[config.mk]
export PLATFORM = sky130hd
export DESIGN_NAME = product_display
export DESIGN_NICKNAME = d
export VERILOG_FILES = /design/src/rtl/product_display.sv
export SDC_FILE = /design/constraint.sdc
export NUM_CORES = 1
export LEC_CHECK = 0
export CAP_MARGIN = 20
export CORE_MARGIN = 2
export CORE_UTILIZATION = 49
export DETAILED_ROUTE_END_ITERATION = 8
export PLACE_DENSITY = 0.79
export SYNTH_ARGS = -nofsm -noshare
export SYNTH_HDL_FRONTEND = slang
export SYNTH_SLANG_ARGS = --single-unit
[constraint.sdc]
create_clock -name clk -period 3.8 [get_ports clk]
set_input_delay 0.95 -clock clk [delete_from_list [all_inputs] [get_ports clk]]
set_output_delay 0.95 -clock clk [all_outputs]
set_load 0.01 [all_outputs]
[src/rtl/product_display.sv]
// Product display: converts the multiplier's 8-bit product (AQ) to BCD with a
// double-dabble engine and scans it onto a 3-digit common-anode 7-segment display.
// Optional macro PRODUCT_DISPLAY_BLANK_EN enables leading-zero blanking.
module product_display #(
   parameter int SCAN_DIV  = 1024,
   parameter int CONV_BITS = 8
) (
   input  logic       clk,
   input  logic       n_reset,
   input  logic       load,
   input  logic [7:0] value,
   output logic       busy,
   output logic [6:0] seg,
   output logic [2:0] dig_en
);

   generate
      if (CONV_BITS != 8) begin : g_conv_bits_check
         $error("product_display: CONV_BITS must be 8");
      end
      if (SCAN_DIV < 2 || SCAN_DIV > 65535) begin : g_scan_div_check
         $error("product_display: SCAN_DIV must be in 2..65535");
      end
   endgenerate

   localparam logic [1:0]  IDLE      = 2'd0;
   localparam logic [1:0]  CONV      = 2'd1;
   localparam logic [1:0]  UPDATE    = 2'd2;
   localparam logic [15:0] SCAN_LAST = 16'(SCAN_DIV - 1);
   localparam logic [6:0]  SEG_BLANK = 7'b1111111;

   logic [1:0]  state;
   logic [7:0]  shift_reg;
   logic [11:0] bcd;
   logic [11:0] bcd_adj;
   logic [2:0]  bit_cnt;
   logic [3:0]  disp_hund;
   logic [3:0]  disp_tens;
   logic [3:0]  disp_units;
   logic [15:0] scan_cnt;
   logic [1:0]  digit_idx;
   logic [1:0]  next_idx;
   logic [3:0]  cur_digit;
   logic        blank;

   function automatic logic [3:0] adjust(input logic [3:0] nib);
      return (nib >= 4'd5) ? nib + 4'd3 : nib;
   endfunction

   function automatic logic [6:0] glyph(input logic [3:0] d);
      case (d)
         4'd0:    return 7'b1000000;
         4'd1:    return 7'b1111001;
         4'd2:    return 7'b0100100;
         4'd3:    return 7'b0110000;
         4'd4:    return 7'b0011001;
         4'd5:    return 7'b0010010;
         4'd6:    return 7'b0000010;
         4'd7:    return 7'b1111000;
         4'd8:    return 7'b0000000;
         4'd9:    return 7'b0010000;
         default: return SEG_BLANK;
      endcase
   endfunction

   assign bcd_adj = {adjust(bcd[11:8]), adjust(bcd[7:4]), adjust(bcd[3:0])};
   assign busy    = (state != IDLE);

   // Conversion engine; the display registers only change in UPDATE, so the
   // scan never shows a partially converted value.
   always_ff @(posedge clk or negedge n_reset) begin
      if (!n_reset) begin
         state      <= IDLE;
         shift_reg  <= 8'd0;
         bcd        <= 12'd0;
         bit_cnt    <= 3'd0;
         disp_hund  <= 4'd0;
         disp_tens  <= 4'd0;
         disp_units <= 4'd0;
      end else begin
         case (state)
            IDLE: begin
               if (load) begin
                  shift_reg <= value;
                  bcd       <= 12'd0;
                  bit_cnt   <= 3'd0;
                  state     <= CONV;
               end
            end
            CONV: begin
               {bcd, shift_reg} <= {bcd_adj[10:0], shift_reg, 1'b0};
               bit_cnt          <= bit_cnt + 3'd1;
               if (bit_cnt == 3'd7) begin
                  state <= UPDATE;
               end
            end
            UPDATE: begin
               disp_hund  <= bcd[11:8];
               disp_tens  <= bcd[7:4];
               disp_units <= bcd[3:0];
               state      <= IDLE;
            end
            default: state <= IDLE;
         endcase
      end
   end

   always_comb begin
      next_idx = digit_idx;
      if (scan_cnt == SCAN_LAST) begin
         next_idx = (digit_idx == 2'd2) ? 2'd0 : digit_idx + 2'd1;
      end
   end

   always_comb begin
      case (next_idx)
         2'd1:    cur_digit = disp_tens;
         2'd2:    cur_digit = disp_hund;
         default: cur_digit = disp_units;
      endcase
   end

   // Leading zeros: hundreds blanks on 0, tens only when hundreds is also 0.
   always_comb begin
      blank = 1'b0;
`ifdef PRODUCT_DISPLAY_BLANK_EN
      case (next_idx)
         2'd1:    blank = (disp_tens == 4'd0) && (disp_hund == 4'd0);
         2'd2:    blank = (disp_hund == 4'd0);
         default: blank = 1'b0;
      endcase
`else
      blank = 1'b0;
`endif
   end

   // seg and dig_en are both derived from next_idx so they switch on the same edge.
   always_ff @(posedge clk or negedge n_reset) begin
      if (!n_reset) begin
         scan_cnt  <= 16'd0;
         digit_idx <= 2'd0;
         seg       <= 7'b1000000;
         dig_en    <= 3'b110;
      end else begin
         scan_cnt  <= (scan_cnt == SCAN_LAST) ? 16'd0 : scan_cnt + 16'd1;
         digit_idx <= next_idx;
         seg       <= blank ? SEG_BLANK : glyph(cur_digit);
         case (next_idx)
            2'd1:    dig_en <= 3'b101;
            2'd2:    dig_en <= 3'b011;
            default: dig_en <= 3'b110;
         endcase
      end
   end

endmodule

# --- Word-level counts from Yosys, hierarchy flattened ---
# Memories as Yosys holds them, arrays and structs flattened. A register that Yosys moved wholly into a read port is not among the register bits.
# Cells that the tools add are included.
op_classes:
  muxes: 17
  order_cmp: 3
  n_reduce_logical: 6
  eq_ne: 9
  add_sub_neg: 6
op_table:
  columns: ["operator", "count"]
  rows:
  - ["case mux 12 bit (2 select lines)", 1]
  - ["adder 16 x 1 -> 16 bit (second input constant)", 1]
  - ["== test 16 x 10 -> 1 bit (second input constant)", 1]
  - ["two-way mux 16 bit", 1]
  - ["case mux 8 bit (2 select lines)", 1]
  - [">= comparator 4 x 3 -> 1 bit (second input constant)", 3]
  - ["two-way mux 12 bit", 1]
  - ["case mux 3 bit (2 select lines)", 2]
  - ["adder 4 x 2 -> 4 bit (second input constant)", 2]
  - ["two-way mux 2 bit", 4]
  - ["two-way mux 4 bit", 2]
  - ["two-way mux 8 bit", 1]
  - ["case mux 4 bit (2 select lines)", 1]
  - ["== test 2 bit (second input constant)", 3]
  - ["two-way mux 3 bit", 2]
  - ["== test 2 x 1 -> 1 bit (second input constant)", 2]
  - ["inequality test 2 bit (second input constant)", 2]
  - ["case mux 2 bit (2 select lines)", 1]
  - ["AND reduction 2 bit", 2]
  - ["nonzero test 2 bit", 2]
  - ["adder 3 x 1 -> 3 bit (second input constant)", 1]
  - ["adder 3 x 2 -> 3 bit (second input constant)", 1]
  - ["== test 3 bit (second input constant)", 1]
  - ["adder 2 x 1 -> 2 bit (second input constant)", 1]
  - ["2 further kinds", 2]
word_totals:
  mem_bits_ro: 112
  n_memories: 1
  register_bits: 58
  input_bits: 11
  output_inout_bits: 11
mem_list:
  columns: ["memory", "words", "word_bits", "read_ports", "rd_ports_with_merged_regs", "write_ports", "line_no", "text"]
  rows:
  - ["(no name shown)", 16, 7, 1, 1, 0, "51", "case (d)"]

# --- Longest topological paths before layout ---
# Gate-level depths: netlist of the first run.
logic_depth:
  depth_word: 5
  mapped_depth: 14

# --- Worst setup path before layout of the first run ---
# OpenSTA, ideal clock, no wires.
synth_timing:
  path_type: "register -> register"
  startpoint: "register scan_cnt[0]"
  endpoint: "register seg[6]"
  path_buffers: 2
  period_less_slack_ps: 3398
  setup_time_ps: 82
  stages_incl_launch_ff: 15
  required_ps: 3718
  t_arrival_ps: 3316
  slack_ps: 402
  path_cell_list: "dfrtp_1 ha_1 nand4_1 nor3_1 and2_4 buf_12 mux2_4 ha_1 buf_2 a221o_1 o21ai_1 inv_1 ha_1 mux2_2 mux2_2"
synth_via:
  elab_chain_len: 4
  elab_cells_between_ends: 5
  cone_classes: "eq/ne (3); mux (2)"
synth_rtl:
  columns: ["element", "line_no", "text"]
  rows:
  - ["start: declaration", "40", "logic [15:0] scan_cnt;"]
  - ["start signal: assignment", "145", "scan_cnt <= (scan_cnt == SCAN_LAST) ? 16'd0 : scan_cnt + 16'd1;"]
  - ["== test 16 x 10 -> 1 bit (*)", "110", "if (scan_cnt == SCAN_LAST) begin"]
  - ["two-way mux 2 bit (*)", "110", null]
  - ["named net next_idx[1]", "42", "logic [1:0] next_idx;"]
  - ["== test 2 bit or == test 2 x 1 -> 1 bit (tied branches)", "116", "case (next_idx)"]
  - ["case mux 4 bit (2 select lines) (*)", "116", null]
  - ["end: declaration", "13", "output logic [6:0] seg,"]
# Mark *: on every way through the listed nets, which the timed path passes. The rest lies on a longest branch.
# A chain may end at the register's enable or synchronous reset.

# --- Worst setup path in the final report of the first run ---
layout_timing:
  startpoint: "register scan_cnt[12]"
  endpoint: "register seg[6]"
# The elaborated chain is that of the path after synthesis.

==> impl_metrics.prom, run 1 <==
# TYPE chip_impl_metric gauge
chip_impl_metric{name="synth-seq-area-share",unit="%"} 53.1
chip_impl_metric{name="power_frac_clock",unit="%"} 23.3
chip_impl_info{name="synth_top_family_by_area",value="simple AND/OR/NAND/NOR gates"} 1
chip_impl_metric{name="initial_antenna_violation_count",unit=""} 0
chip_impl_metric{name="crit_buf_inv",unit=""} 1
chip_impl_metric{name="post_dp_cell_area",unit="mm^2"} 0.00334
chip_impl_metric{name="power.density",unit="mW/mm^2"} 671
chip_impl_metric{name="cts_htree_levels",unit=""} 3
chip_impl_metric{name="drive_gt1_share",unit="%"} 11.9
chip_impl_metric{name="chipWidth",unit="um"} 83.2
chip_impl_metric{name="synth_enable_flop_cells",unit=""} 0
chip_impl_metric{name="tritoncts_buffer_count",unit=""} 9
chip_impl_metric{name="die_area",unit="mm^2"} 0.00692
chip_impl_metric{name="synth_area",unit="mm^2"} 0.00307
chip_impl_metric{name="setup_viol_count_final",unit=""} 0
chip_impl_metric{name="detail_route.first_pass.iterations",unit=""} 4
chip_impl_info{name="crit_type",value="reg -> reg"} 1
chip_impl_metric{name="worstPathArrival",unit="ns"} 3.77
chip_impl_metric{name="grt_max_degree",unit=""} 47
chip_impl_metric{name="finalHoldViolations",unit=""} 0
chip_impl_metric{name="antenna_cells",unit=""} 0
chip_impl_metric{name="antenna_left",unit=""} 0
chip_impl_metric{name="timing.max_cap.violations",unit=""} 0
chip_impl_metric{name="intPower",unit="mW"} 1.58
chip_impl_metric{name="area.growth.synth_to_final",unit="%"} 14.8
chip_impl_metric{name="clock_period_minus_final_worst_setup_slack",unit="ns"} 3.50
chip_impl_metric{name="wire_length_of_the_first_global_routing_pass",unit="mm"} 9.43
chip_impl_metric{name="fp.dieH",unit="um"} 83.2
chip_impl_metric{name="final.period_utilization",unit="%"} 92.1
chip_impl_metric{name="leakage",unit="nW"} 1.60
chip_impl_metric{name="largest_register_ffs",unit=""} 16
chip_impl_metric{name="core_area",unit="mm^2"} 0.00599
chip_impl_metric{name="grt-ovfl-total",unit=""} 0
chip_impl_metric{name="switching_power",unit="mW"} 0.787
chip_impl_metric{name="drt_iter0_markers",unit=""} 44
chip_impl_metric{name="portBuffers",unit=""} 21
chip_impl_metric{name="clock_pin_slew_on_the_worst_setup_and_hold_paths",unit="ns"} 0.07
chip_impl_metric{name="gp_congestion",unit=""} 0.797
chip_impl_info{name="worstSetupEndpointType",value="register"} 1
chip_impl_metric{name="crit_path_max_incr_delay",unit="ns"} 0.56
chip_impl_metric{name="finish.net_count",unit=""} 340
chip_impl_metric{name="fin_worst_skew",unit="ns"} 0.00466
chip_impl_metric{name="vdd_ir_drop_max",unit="mV"} 0.445
chip_impl_metric{name="cts_resized",unit=""} 0
chip_impl_metric{name="clock.fmax",unit="MHz"} 286
chip_impl_info{name="ys.flop_type",value="sky130_fd_sc_hd__dfrtp_1"} 1
chip_impl_metric{name="fraction_of_the_mapped_netlist_area_in_compound_gates",unit="%"} 11.6
chip_impl_metric{name="viasPerCell",unit=""} 5.35
chip_impl_metric{name="via_count_of_the_first_global_routing_pass",unit=""} 2122
chip_impl_metric{name="num-fill-cells",unit=""} 510
chip_impl_metric{name="synth_async_sr_flop_share",unit="%"} 100
chip_impl_metric{name="detail_route.wirelength",unit="mm"} 5.22
chip_impl_metric{name="avgRoutedWirePerCell",unit="um"} 13.2
chip_impl_metric{name="combinational_group_share_of_total_power",unit="%"} 32.2
chip_impl_metric{name="synth-seq-cells",unit=""} 65
chip_impl_info{name="critPathTopFamily",value="simple AND/OR/NAND/NOR gates"} 1
chip_impl_metric{name="syn_area_per_cell",unit="um^2"} 10.6
chip_impl_metric{name="initial_core_util",unit="%"} 51.3
chip_impl_metric{name="power.sequential.fraction",unit="%"} 44.5
chip_impl_metric{name="synthesis.nets",unit=""} 316
chip_impl_metric{name="vias",unit=""} 2112
chip_impl_metric{name="synth.yosys.warnings",unit=""} 0
chip_impl_metric{name="grt_util_overall",unit="%"} 17.0
chip_impl_metric{name="switching_share",unit="%"} 33.2
chip_impl_metric{name="synthDistinctLibCells",unit=""} 42
chip_impl_metric{name="timing.slew.headroom",unit="%"} 54.8
chip_impl_metric{name="timing_worst_slew_pin_value",unit="ns"} 0.677
chip_impl_metric{name="setup_tns",unit="ns"} 0
chip_impl_info{name="slowest_stage",value="sky130_fd_sc_hd__or4_4"} 1
chip_impl_metric{name="post_synth_inst_count",unit=""} 291
chip_impl_metric{name="synthAdderAreaFrac",unit="%"} 5.70
chip_impl_info{name="path_cells",value="or4_4 > nor3_4 > and2_4 > mux2_4 > ha_1 > a221o_1 > o21ai_1 > inv_1 > ha_1 > mux2_2 > mux2_2"} 1
chip_impl_metric{name="placementRows",unit=""} 28
chip_impl_metric{name="io_pins",unit=""} 22
chip_impl_metric{name="synth.area.mux_share",unit="%"} 5.58
chip_impl_metric{name="cts.sink_count",unit=""} 65
chip_impl_info{name="cts.root.buffer_cell",value="sky130_fd_sc_hd__clkbuf_8"} 1
chip_impl_metric{name="post_cts_hold_buffer_count",unit=""} 0
chip_impl_metric{name="dpl.hpwl",unit="mm"} 3.55
chip_impl_metric{name="critPathMaxFanout",unit=""} 9
chip_impl_metric{name="synth_xor_xnor_area_share",unit="%"} 5.13
chip_impl_metric{name="final_max_slew_viol_count",unit=""} 0
chip_impl_metric{name="route.detailed.drc",unit=""} 0
chip_impl_metric{name="synth-simple-area-share",unit="%"} 15.3
chip_impl_info{name="setup_repair_after_global_routing_missed_its_margin",value="no"} 1
chip_impl_info{name="min-delay-path-class",value="reg -> reg"} 1
chip_impl_info{name="run_status",value="complete, no violations"} 1
chip_impl_info{name="cts_tree",value="yes"} 1
chip_impl_metric{name="clock_insertion_delay_worst_skew",unit="ns"} 0.34
chip_impl_metric{name="cts_setup_buffers",unit=""} 0
chip_impl_info{name="worstSetupStartpointType",value="register"} 1
chip_impl_metric{name="post-route-cell-area",unit="mm^2"} 0.00353
chip_impl_metric{name="max-clock-path-buffers",unit=""} 2
chip_impl_metric{name="required",unit="ns"} 4.07
## worst register-to-register path, delay by kind of cell (launching register included)
| kind | cells | cell delay [ns] |
|---|---|---|
| AO/OA/AOI/OAI | 2 | 0.52 |
| flip-flops | 1 | 0.42 |
| buffers and inverters | 1 | 0.08 |
| AND/OR/NAND/NOR | 3 | 0.97 |
| multiplexers | 3 | 0.84 |
| adder cells (fa/ha/maj) | 2 | 0.62 |
## cell usage after synthesis (all sizes together), types with 3 or more instances
| library cell | count | area (um^2) |
|---|---|---|
| a22oi | 3 | 22.5 |
| nand2b | 7 | 43.8 |
| buf | 3 | 28.8 |
| a21oi | 13 | 65.1 |
| nor2 | 13 | 48.8 |
| nand2 | 36 | 135 |
| ha | 14 | 175 |
| clkbuf | 8 | 30.0 |
| nor3 | 6 | 41.3 |
| mux2 | 11 | 131 |
| inv | 14 | 52.6 |
| nor3b | 6 | 45.0 |
| nand3 | 13 | 65.1 |
| xor2 | 6 | 52.6 |
| mux2i | 4 | 40.0 |
| nor2b | 3 | 18.8 |
| dfstp | 3 | 78.8 |
| a22o | 5 | 43.8 |
| xnor2 | 12 | 105 |
| o21ai | 31 | 159 |
| dfrtp | 62 | 1550 |
## final timing paths
kind | depth (start not counted) | slack [ns] | endpoint | startpoint
min reg2reg | 1 | 0.48 | scan_cnt[15]$_DFF_PN0_ | scan_cnt[15]$_DFF_PN0_
min in group asynchronous | 1 | 0.53 | dig_en[0]$_DFF_PN0_ | n_reset
max in group asynchronous | 2 | 2.36 | scan_cnt[12]$_DFF_PN0_ | n_reset
min | 1 | 0.48 | scan_cnt[15]$_DFF_PN0_ | scan_cnt[15]$_DFF_PN0_
max | 11 | 0.30 | seg[6]$_DFF_PN1_ | scan_cnt[12]$_DFF_PN0_
max reg2reg | 11 | 0.30 | seg[6]$_DFF_PN1_ | scan_cnt[12]$_DFF_PN0_
## metrics by stage
step | power [mW] | cells | util, % | setup WS [ns] | hold WS [ns]
2_1_floorplan | 1.59 | 291 | - | 0.402 | 0.442
3_3_place_gp | 1.80 | 379 | 55.7 | 0.383 | 0.459
3_5_place_dp | 1.84 | 379 | 55.7 | 0.317 | 0.466
4_1_cts | 2.41 | 395 | 58.9 | 0.281 | 0.480
5_1_grt | 2.57 | 395 | 58.9 | 0.0370 | 0.500
6_report | 2.37 | 395 | 58.9 | 0.299 | 0.477
## area by class of cell
type	count	area, um^2	area share [%]
Clock buffer	14	183	5.18
Multi-Input combinational cell	201	1330	37.7
Timing Repair Buffer	24	228	6.45
Sequential cell	65	1630	46.2
Clock inverter	2	10.0	0.284
Inverter	14	52.6	1.49
Tap cell	75	93.8	2.66
## cell families after synthesis
| family | after synthesis |
|---|---|
| compound gates | 60 |
| fa+ha+maj | 14 |
| flops | 65 |
| simple gates | 94 |
| xor+xnor | 18 |
| mux | 15 |
| buf+inv | 25 |
## per-layer routing
metal,up-vias,track usage [%],wire [um]
li1,1048,-,-
met2,38,27.2,2500
met4,0,6.41,50
met1,1020,20.8,2440
met5,-,0,0
met3,6,6.96,231
## power groups by stage
stage / Sequential (mW) / Combinational, mW / Clock (mW)
final: 1.05 / 0.763 / 0.553
after global placement: 1.06 / 0.739 / 0
after CTS: 1.05 / 0.779 / 0.578
after floorplan: 1.02 / 0.561 / 0
after detailed placement: 1.06 / 0.774 / 0
after global routing: 1.09 / 0.877 / 0.603
## placed cells by master (no fill, tap or decap), types with 2 or more instances in the layout
cell,netlist,routed
sky130_fd_sc_hd__a21oi_1,13,13
sky130_fd_sc_hd__a22o_1,5,5
sky130_fd_sc_hd__a22oi_1,3,3
sky130_fd_sc_hd__and3_1,2,2
sky130_fd_sc_hd__buf_4,0,3
sky130_fd_sc_hd__clkbuf_8,0,13
sky130_fd_sc_hd__clkdlybuf4s50_1,0,20
sky130_fd_sc_hd__clkinv_2,0,2
sky130_fd_sc_hd__dfrtp_1,62,62
sky130_fd_sc_hd__dfstp_2,3,3
sky130_fd_sc_hd__ha_1,14,14
sky130_fd_sc_hd__inv_1,14,14
sky130_fd_sc_hd__mux2_2,9,9
sky130_fd_sc_hd__mux2_4,2,2
sky130_fd_sc_hd__mux2i_1,4,4
sky130_fd_sc_hd__nand2_1,36,36
sky130_fd_sc_hd__nand2b_1,7,7
sky130_fd_sc_hd__nand3_1,13,13
sky130_fd_sc_hd__nand4_1,2,2
sky130_fd_sc_hd__nor2_1,13,13
sky130_fd_sc_hd__nor2b_1,3,3
sky130_fd_sc_hd__nor3_1,5,5
sky130_fd_sc_hd__nor3b_1,6,6
sky130_fd_sc_hd__o21ai_0,28,28
sky130_fd_sc_hd__o21ai_1,2,2
sky130_fd_sc_hd__o31ai_1,2,2
sky130_fd_sc_hd__xnor2_1,12,12
sky130_fd_sc_hd__xor2_1,6,6
Power figures use the tool's default switching activity.
==> run 2, diff against run 1 <==
--- a/config.mk
+++ b/config.mk
@@ -7,9 +7,11 @@
 export LEC_CHECK = 0
 export CAP_MARGIN = 20
 export CORE_MARGIN = 2
-export CORE_UTILIZATION = 49
+export CORE_UTILIZATION = 58
 export DETAILED_ROUTE_END_ITERATION = 8
-export PLACE_DENSITY = 0.79
+export MAX_ROUTING_LAYER = met4
+export PLACE_DENSITY = 0.9
+export SLEW_MARGIN = 10
 export SYNTH_ARGS = -nofsm -noshare
 export SYNTH_HDL_FRONTEND = slang
 export SYNTH_SLANG_ARGS = --single-unit
==> run 2 against run 1 <==
  * Sequential share of layout area shrank 0.88 points
  * Maximum frequency decreased by 0.11%
  * Sequential power is essentially flat
  * Register-to-register slack is essentially flat
  * Power increased by 8.8%
  * Count of clock-buffer cells in the layout is 2 lower
  * Clock power increased by 35%
  * Final area rose by 2.0%
  * Die area fell by 15%
  * Utilization increased by 12 points
  * Global-route usage up 5.0 points
  * Highest routed layer unchanged
==> impl_metrics.prom, run 2 (synthesis gave the netlist of run 1 again) <==
# TYPE chip_impl_metric gauge
chip_impl_info{name="cts_tree",value="yes"} 1
chip_impl_metric{name="detail_route.first_pass.iterations",unit=""} 4
chip_impl_metric{name="power_frac_clock",unit="%"} 28.9
chip_impl_metric{name="route.detailed.drc",unit=""} 0
chip_impl_metric{name="grt_max_degree",unit=""} 37
chip_impl_metric{name="dpl.hpwl",unit="mm"} 3.74
chip_impl_metric{name="core_area",unit="mm^2"} 0.00511
chip_impl_metric{name="clock.fmax",unit="MHz"} 285
chip_impl_metric{name="intPower",unit="mW"} 1.77
chip_impl_metric{name="antenna_cells",unit=""} 0
chip_impl_info{name="setup_repair_after_global_routing_missed_its_margin",value="no"} 1
chip_impl_metric{name="largest_register_ffs",unit=""} 16
chip_impl_metric{name="finalHoldViolations",unit=""} 0
chip_impl_info{name="crit_type",value="reg -> reg"} 1
chip_impl_metric{name="required",unit="ns"} 4.06
chip_impl_metric{name="die_area",unit="mm^2"} 0.00590
chip_impl_metric{name="grt-ovfl-total",unit=""} 0
chip_impl_metric{name="grt_util_overall",unit="%"} 22.0
chip_impl_metric{name="wire_length_of_the_first_global_routing_pass",unit="mm"} 10.1
chip_impl_metric{name="tritoncts_buffer_count",unit=""} 9
chip_impl_info{name="critPathLaunch",value="scan_cnt[12]$_DFF_PN0_"} 1
chip_impl_metric{name="worstPathArrival",unit="ns"} 3.77
chip_impl_metric{name="viasPerCell",unit=""} 5.57
chip_impl_info{name="crit-reg2reg-launch",value="scan_cnt[12]$_DFF_PN0_"} 1
chip_impl_metric{name="clock_insertion_delay_worst_skew",unit="ns"} 0.34
chip_impl_metric{name="cts_htree_levels",unit=""} 3
chip_impl_metric{name="initial_antenna_violation_count",unit=""} 0
chip_impl_metric{name="area.growth.synth_to_final",unit="%"} 17.1
chip_impl_metric{name="timing_worst_slew_pin_value",unit="ns"} 0.667
chip_impl_metric{name="final.period_utilization",unit="%"} 92.2
chip_impl_info{name="worstSetupEndpointType",value="register"} 1
chip_impl_metric{name="power.density",unit="mW/mm^2"} 717
chip_impl_metric{name="drive_gt1_share",unit="%"} 12.5
chip_impl_metric{name="clock_pin_slew_on_the_worst_setup_and_hold_paths",unit="ns"} 0.07
chip_impl_metric{name="vias",unit=""} 2174
chip_impl_info{name="cts.root.buffer_cell",value="sky130_fd_sc_hd__clkbuf_8"} 1
chip_impl_metric{name="placementRows",unit=""} 26
chip_impl_metric{name="portBuffers",unit=""} 21
chip_impl_metric{name="critPathMaxFanout",unit=""} 9
chip_impl_metric{name="max-clock-path-buffers",unit=""} 2
chip_impl_info{name="mostFrequentLayoutCells",value="62 x sky130_fd_sc_hd__dfrtp_1, 36 x sky130_fd_sc_hd__nand2_1, 28 x sky130_fd_sc_hd__o21ai_0"} 1
chip_impl_metric{name="switching_power",unit="mW"} 0.813
chip_impl_metric{name="detail_route.wirelength",unit="mm"} 5.48
chip_impl_metric{name="cts.sink_count",unit=""} 65
chip_impl_metric{name="antenna_left",unit=""} 0
chip_impl_metric{name="initial_core_util",unit="%"} 60.2
chip_impl_metric{name="drt_iter0_markers",unit=""} 91
chip_impl_metric{name="power.sequential.fraction",unit="%"} 41.2
chip_impl_metric{name="chipWidth",unit="um"} 76.8
chip_impl_info{name="min-delay-path-class",value="reg -> reg"} 1
chip_impl_metric{name="avgRoutedWirePerCell",unit="um"} 14.0
chip_impl_metric{name="finish.net_count",unit=""} 340
chip_impl_metric{name="placedCellCount",unit=""} 374
chip_impl_metric{name="fin_cells",unit=""} 390
chip_impl_metric{name="timing.max_cap.violations",unit=""} 0
chip_impl_metric{name="post-route-util",unit="%"} 70.4
chip_impl_info{name="worst_hold_startpoint",value="scan_cnt[0]$_DFF_PN0_"} 1
chip_impl_info{name="mostFrequentLayoutCell",value="sky130_fd_sc_hd__dfrtp_1"} 1
chip_impl_info{name="worstSetupStartpointType",value="register"} 1
chip_impl_metric{name="combinational_group_share_of_total_power",unit="%"} 29.9
chip_impl_metric{name="gp_congestion",unit=""} 0.848
chip_impl_metric{name="vdd_ir_drop_max",unit="mV"} 0.531
chip_impl_metric{name="leakage",unit="nW"} 1.63
chip_impl_info{name="run_status",value="complete, no violations"} 1
chip_impl_metric{name="switching_share",unit="%"} 31.5
chip_impl_metric{name="fp.dieH",unit="um"} 76.8
chip_impl_metric{name="timing.slew.headroom",unit="%"} 55.4
chip_impl_metric{name="final_max_slew_viol_count",unit=""} 0
chip_impl_metric{name="fin_worst_skew",unit="ns"} 0.0116
chip_impl_metric{name="setup_tns",unit="ns"} 0
chip_impl_metric{name="clock_period_minus_final_worst_setup_slack",unit="ns"} 3.50
chip_impl_metric{name="cts_setup_buffers",unit=""} 0
chip_impl_metric{name="io_pins",unit=""} 22
chip_impl_metric{name="post_cts_hold_buffer_count",unit=""} 0
chip_impl_metric{name="setup_viol_count_final",unit=""} 0
chip_impl_metric{name="worst_hold_slack",unit="ns"} 0.483
chip_impl_metric{name="via_count_of_the_first_global_routing_pass",unit=""} 2253
run 2: cell count changes in the layout (fill, tap and decap cells not counted), sizes merged:
cell / delta
clkbuf: -2
clkinvlp: +1
clkinv: -2
bufinv: +3
run 2: final timing paths:
check,endpoint,slack [ns],depth (start not counted)
min in group asynchronous,scan_cnt[5]$_DFF_PN0_,0.62,1
max in group asynchronous,shift_reg[3]$_DFFE_PN0P_,2.29,2
worst min-delay path,scan_cnt[0]$_DFF_PN0_,0.48,1
worst min register to register,scan_cnt[0]$_DFF_PN0_,0.48,1
worst max register to register,seg[6]$_DFF_PN1_,0.30,11
worst max-delay path,seg[6]$_DFF_PN1_,0.30,11
run 2: through the flow:
step | worst slack, ns | power [mW] | instance area, um^2
floorplan | 0.402 | 1.59 | 3070
global placement | 0.382 | 1.79 | 3330
CTS | 0.294 | 2.60 | 3590
finish | 0.295 | 2.58 | 3600
global route | 0.0520 | 2.77 | 3600
detailed placement | 0.308 | 1.84 | 3330
run 2: critical path, cell delays in order (launching register included):
cell                      delay (ns)
sky130_fd_sc_hd__dfrtp_1        0.42
sky130_fd_sc_hd__or4_4          0.56
sky130_fd_sc_hd__nor3_4         0.15
sky130_fd_sc_hd__and2_4         0.25
sky130_fd_sc_hd__mux2_4         0.32
sky130_fd_sc_hd__ha_1           0.39
sky130_fd_sc_hd__a221o_1        0.29
sky130_fd_sc_hd__o21ai_1        0.23
sky130_fd_sc_hd__inv_1          0.09
sky130_fd_sc_hd__ha_1           0.22
sky130_fd_sc_hd__mux2_2         0.25
sky130_fd_sc_hd__mux2_2         0.26
run 2: cell type report:
type	count	area, um^2
Inverter	14	52.6
Multi-Input combinational cell	201	1340
Sequential cell	65	1630
Clock inverter	4	97.6
Clock buffer	12	165
Fill cell	376	1510
Tap cell	70	87.6
Timing Repair Buffer	24	228
run 2: timing repair:
| item | CTS | global route |
|---|---|---|
| resized for setup | 0 | 1 |
| endpoints found under the hold margin | 0 | 0 |
| setup endpoints to repair | 0 | 1 |
run 2: power groups by stage:
stage                     combinational, mW  sequential (mW)  clock [mW]
final                                 0.772             1.06       0.745
after global routing                  0.885             1.09       0.796
after CTS                             0.782             1.06       0.762
after detailed placement              0.771             1.07           0
after global placement                0.732             1.05           0
after floorplan                       0.561             1.02           0
run 2: layer usage:
layer	track usage, %	share of wire [%]	vias to the layer above
met4	9.09	1.7	0
li1	-	-	1051
met1	27.0	44	1062
met5	-	0	-
met3	5.06	4.0	9
met2	35.3	51	52
